--- src/rtl/spi_controller.sv ---
// spi_controller: SPI mode-0 master that sends one 16-bit frame
// {rw, addr[6:0], data[7:0]} MSB first, with programmable nCS setup,
// hold and inter-frame gap times.
// Optional feature macro: SPI_CONTROLLER_READBACK_EN adds CIPO capture of the
// data byte on read frames (rw = 0), exposed on rdata / rdata_valid.
module spi_controller #(
  parameter int CLK_DIV  = 8,
  parameter int CS_SETUP = 4,
  parameter int CS_HOLD  = 4,
  parameter int CS_GAP   = 8
) (
  input  logic       clk,
  input  logic       rst,
  input  logic       req_valid,
  output logic       req_ready,
  input  logic       req_rw,
  input  logic [6:0] req_addr,
  input  logic [7:0] req_data,
  output logic       done,
  output logic       sCLK,
  output logic       nCS,
  output logic       COPI
`ifdef SPI_CONTROLLER_READBACK_EN
  ,
  input  logic       CIPO,
  output logic [7:0] rdata,
  output logic       rdata_valid
`endif
);

  // Terminal counts for the 8-bit phase counter (cnt_q runs 0..N-1 per phase)
  localparam logic [7:0] DIV_M1   = 8'(CLK_DIV - 1);
  localparam logic [7:0] SETUP_M1 = 8'(CS_SETUP - 1);
  localparam logic [7:0] HOLD_M1  = 8'(CS_HOLD - 1);
  localparam logic [7:0] GAP_M1   = 8'(CS_GAP - 1);
  localparam logic [7:0] GAP_M2   = 8'(CS_GAP - 2);

  typedef enum logic [2:0] {IDLE, SETUP, SHIFT, HOLD, GAP} state_t;

  state_t      state_q;
  logic        ready_q, done_q, sclk_q, ncs_q, copi_q;
  logic [7:0]  cnt_q;
  logic [4:0]  bit_q;
  logic [15:0] sh_q;
`ifdef SPI_CONTROLLER_READBACK_EN
  logic        rw_q;
  logic [7:0]  rsh_q, rdata_q;
  logic        rvld_q;
`endif

  // Frame sequencer: every output is a register updated here
  always_ff @(posedge clk) begin
    if (rst) begin
      state_q <= IDLE;
      ready_q <= 1'b0;
      done_q  <= 1'b0;
      sclk_q  <= 1'b0;
      ncs_q   <= 1'b1;
      copi_q  <= 1'b0;
      cnt_q   <= '0;
      bit_q   <= '0;
      sh_q    <= '0;
`ifdef SPI_CONTROLLER_READBACK_EN
      rw_q    <= 1'b0;
      rsh_q   <= '0;
      rdata_q <= '0;
      rvld_q  <= 1'b0;
`endif
    end else begin
      done_q <= 1'b0;
`ifdef SPI_CONTROLLER_READBACK_EN
      rvld_q <= 1'b0;
`endif
      case (state_q)
        IDLE: begin
          if (req_valid && ready_q) begin
            // Bit 15 is presented immediately so it is settled long before
            // the first rising edge.
            sh_q    <= {req_rw, req_addr, req_data};
            copi_q  <= req_rw;
            ncs_q   <= 1'b0;
            ready_q <= 1'b0;
            cnt_q   <= '0;
            state_q <= SETUP;
`ifdef SPI_CONTROLLER_READBACK_EN
            rw_q    <= req_rw;
            rsh_q   <= '0;
`endif
          end else begin
            // Also raises ready on the first cycle after reset release
            ready_q <= 1'b1;
          end
        end
        SETUP: begin
          if (cnt_q == SETUP_M1) begin
            cnt_q   <= '0;
            bit_q   <= '0;
            state_q <= SHIFT;
          end else begin
            cnt_q <= cnt_q + 8'd1;
          end
        end
        SHIFT: begin
          if (cnt_q == DIV_M1) begin
            cnt_q <= '0;
            if (!sclk_q) begin
              sclk_q <= 1'b1;
`ifdef SPI_CONTROLLER_READBACK_EN
              // Data byte occupies bits 8..15 of a read frame
              if (!rw_q && bit_q[3]) rsh_q <= {rsh_q[6:0], CIPO};
`endif
            end else begin
              // Falling edge: the only point where COPI may change
              sclk_q <= 1'b0;
              if (bit_q == 5'd15) begin
                state_q <= HOLD;
              end else begin
                bit_q  <= bit_q + 5'd1;
                sh_q   <= {sh_q[14:0], 1'b0};
                copi_q <= sh_q[14];
              end
            end
          end else begin
            cnt_q <= cnt_q + 8'd1;
          end
        end
        HOLD: begin
          if (cnt_q == HOLD_M1) begin
            cnt_q   <= '0;
            ncs_q   <= 1'b1;
            copi_q  <= 1'b0;
            state_q <= GAP;
          end else begin
            cnt_q <= cnt_q + 8'd1;
          end
        end
        GAP: begin
          if (cnt_q == GAP_M1) begin
            cnt_q   <= '0;
            ready_q <= 1'b1;
            state_q <= IDLE;
          end else begin
            cnt_q <= cnt_q + 8'd1;
            // Registered, so it lands on the final GAP cycle
            if (cnt_q == GAP_M2) begin
              done_q <= 1'b1;
`ifdef SPI_CONTROLLER_READBACK_EN
              if (!rw_q) begin
                rdata_q <= rsh_q;
                rvld_q  <= 1'b1;
              end
`endif
            end
          end
        end
        default: state_q <= IDLE;
      endcase
    end
  end

  assign req_ready = ready_q;
  assign done      = done_q;
  assign sCLK      = sclk_q;
  assign nCS       = ncs_q;
  assign COPI      = copi_q;
`ifdef SPI_CONTROLLER_READBACK_EN
  assign rdata       = rdata_q;
  assign rdata_valid = rvld_q;
`endif

endmodule

--- config.mk ---
export PLATFORM = sky130hd
export DESIGN_NAME = spi_controller
export DESIGN_NICKNAME = d
export VERILOG_FILES = /design/src/rtl/spi_controller.sv
export SDC_FILE = /design/constraint.sdc
export NUM_CORES = 1
export LEC_CHECK = 0
export ABC_AREA = 1
export BUFFER_PORTS_ARGS = -buffer_cell sky130_fd_sc_hd__buf_4
export CAP_MARGIN = 20
export CORE_MARGIN = 5
export CORE_UTILIZATION = 55
export DETAILED_ROUTE_END_ITERATION = 10
export GPL_TIMING_DRIVEN = 1
export PLACE_DENSITY = 0.82
export SLEW_MARGIN = 20
export SYNTH_ARGS = -nofsm -noshare
export SYNTH_HDL_FRONTEND = slang
export SYNTH_SLANG_ARGS = --single-unit
--- constraint.sdc ---
create_clock -name clk -period 2.7 [get_ports clk]
set_clock_uncertainty 0.2 [all_clocks]
set_input_delay 0.27 -clock clk [delete_from_list [all_inputs] [get_ports clk]]
set_output_delay 0.27 -clock clk [all_outputs]
set_load 0.01 [all_outputs]
==> results.txt <==
Setup Buffers After CTS: 0
Die Height: 71.3 µm
Initial Util: 56.4%
post-synth cell types: 32
Max Clk Rate: 0.470 GHz
RSZ-0062 raised after global routing: no
worst vdd ir: 0.000589 V
buffers added on ports: 23
number of global-route vias before repair: 1873
synthesized instance count: 327
CTS tree: yes
crit path time final: 2.13 ns
Mapped Nets: 350
crit path DAT: 2.15 ns
total number of yosys warnings: 0
Yosys top cell area share: 34.9%
remaining global-route overflow: 0
Worst EP required: 2.73 ns
max-slew violation count: 0
critical path peak fanout: 15
synthesized flop and latch total: 36
Initial DRC Count: 186
sequential fraction of the synthesis area: 34.9%
Cell Area, Synth: 0.00207 mm²
Slew @ Worst Pin: 0.585 ns
initial antenna violation count: 0
I/O pin count: 24
vias per cell: 5.16
Hold Path Depth: 5
status: completed
cell taking the most area after synthesis: dfxtp_1
top post-synthesis cells by area: dfxtp_1, nand2_1, nor2_1
Critical Path Start Type: flop
Inst Count DP: 391
CTS root buf: clkbuf_8
Slew headroom: 60.9%
Worst R2R Path Depth: 10
final hold violation count: 0
GP Congestion: 0.863
DRT Pass-1 Iters: 4
maxcap violations: 0
worst-skew pair later-pin latency: 0.29 ns
leakage: 0.00115 µW
deepest clock path buffer count: 2
fill cell count: 315
Min-Delay Path Class: in2reg
share of cells above drive strength 1: 15.3%
CTS sink cnt: 36
final worst path period share: 78.7%
HPWL after DPL: 3090 µm
total length of routed wires: 4540 µm
Avg Inst Size Synth: 6.32 µm²
Layout area overhead: 14.8%
Layout Cells excl Fill: 400
Residual DRC: 0
Pwr Density: 953 mW/mm²
Core ar.: 0.00366 mm²
area of the multi-input gates: 0.00113 mm²
row cnt: 22
first-pass GRT wire length: 8120 µm
setup tns final: 0 ns
largest net degree at the start of global routing: 25
per-cell routed wire length: 11.4 µm
die area: 0.00508 mm²
CTS Buf Count: 5
Nets: 374
Ant. Diodes: 0
Worst-path clk slew: 0.07 ns
register area: 721 µm²
crit path kind: reg2reg
H-tree depth: 2
Die Wd: 71.3 µm
via count: 2065
post-CTS sizing: 0
crit end category: flop
Final setup viols: 0
Final ANT Viol Nets: 0
GRT Total Usage: 19.5%
## power breakdown
group          total (µW)  internal (µW)  switching (µW)  leakage (µW)
Combinational        1100            378             724      0.000808
Sequential            761            665            96.2      0.000295
Clock                 398            207             190     0.0000445
Total                2260           1250            1010       0.00115
## flip-flops by register name, summed over array words and instances, names as in the netlist, 3 cells and up
| name | cells |
|---|---|
| state_q | 3 |
| bit_q | 5 |
| cnt_q | 8 |
| sh_q | 15 |
## cell usage after synthesis (all sizes together)
master / number
buf: 8
o211ai: 1
o21bai: 1
and3: 1
a31oi: 3
clkbuf: 2
xor2: 1
nand4: 21
or2: 1
a21boi: 1
xnor2: 2
nand3: 13
a21oi: 9
nor3: 3
dfxtp: 36
nand2: 101
inv: 43
o21ai: 11
nor2: 65
ha: 4
## logic make-up after synthesis
| group | Yosys count | synth area share (%) |
|---|---|---|
| AND/OR/NAND/NOR | 205 | 43.5 |
| buffers and inverters | 53 | 10.5 |
| flip-flops | 36 | 34.9 |
| AO/OA/AOI/OAI | 26 | 7.39 |
| adder cells (fa/ha/maj) | 4 | 2.42 |
| XOR/XNOR | 3 | 1.27 |
## area by class of cell
| cell class | instances | share of cell area, % |
|---|---|---|
| clock buffer | 7 | 3.64 |
| timing repair buffer | 27 | 8.65 |
| sequential | 36 | 30.4 |
| inverter | 43 | 6.91 |
| clock inverter | 1 | 0.317 |
| tap | 48 | 2.53 |
| multi-input combinational | 238 | 47.5 |
## layout by cell type, fill, tap and decap left out, types with 2 or more instances in the layout
cell type | synthesis | routed
nand3_1 | 9 | 9
o21ai_0 | 6 | 6
a21oi_1 | 9 | 9
inv_1 | 36 | 36
dfxtp_1 | 36 | 36
nand3_2 | 3 | 3
clkbuf_8 | 0 | 6
nor2_2 | 3 | 3
xnor2_1 | 2 | 2
o21ai_1 | 2 | 2
ha_1 | 4 | 4
nor3_1 | 2 | 2
buf_4 | 1 | 26
nand2_1 | 99 | 99
inv_2 | 6 | 6
nand2_2 | 2 | 2
o21ai_2 | 3 | 3
nor2_1 | 62 | 62
a31oi_1 | 3 | 3
nand4_1 | 21 | 21
## per-layer routing
metal / wire, µm / up-vias / track usage (%)
li1: - / 1085 / -
met1: 2120 / 922 / 26.7
met2: 2090 / 53 / 30.2
met3: 277 / 5 / 4.77
met4: 58 / 0 / 6.47
met5: 0 / - / 0
## critical path, stage by stage (launching register included)
cell and delay, ns:
dfxtp_1 0.33, ha_1 0.22, and3_1 0.18, ha_1 0.19, inv_1 0.07, nor2_1 0.05, inv_1 0.06, nand2_1 0.07
nor3_4 0.46, nor2_1 0.09, nor2_1 0.13
## metrics by stage
step / cell area [µm²] / utilization (%) / power [µW] / hold WS (ns) / worst slack (ns)
finish: 2370 / 64.8 / 2260 / 0.125 / 0.574
global route: 2370 / 64.8 / 2490 / 0.151 / 0.304
CTS: 2370 / 64.8 / 2260 / 0.123 / 0.559
detailed placement: 2270 / 61.9 / 1850 / 0.257 / 0.567
global placement: 2270 / 61.9 / 1830 / 0.256 / 0.642
floorplan: 2070 / - / 1640 / 0.139 / 0.868
## path summary, 6_finish.rpt
| kind | from | to | slack (ns) |
|---|---|---|---|
| min | req_data[0] | sh_q[0] | 0.12 |
| max | bit_q[0] | sh_q[2] | 0.57 |
| max reg2reg | bit_q[0] | sh_q[2] | 0.57 |
| min reg2reg | nCS | nCS | 0.29 |
## what timing repair did
item                       in CTS  in global routing
hold endpoints to repair        4                  0
hold buffers                    1                  0
setup endpoints to repair       0                  0
Power figures use the tool's default switching activity.
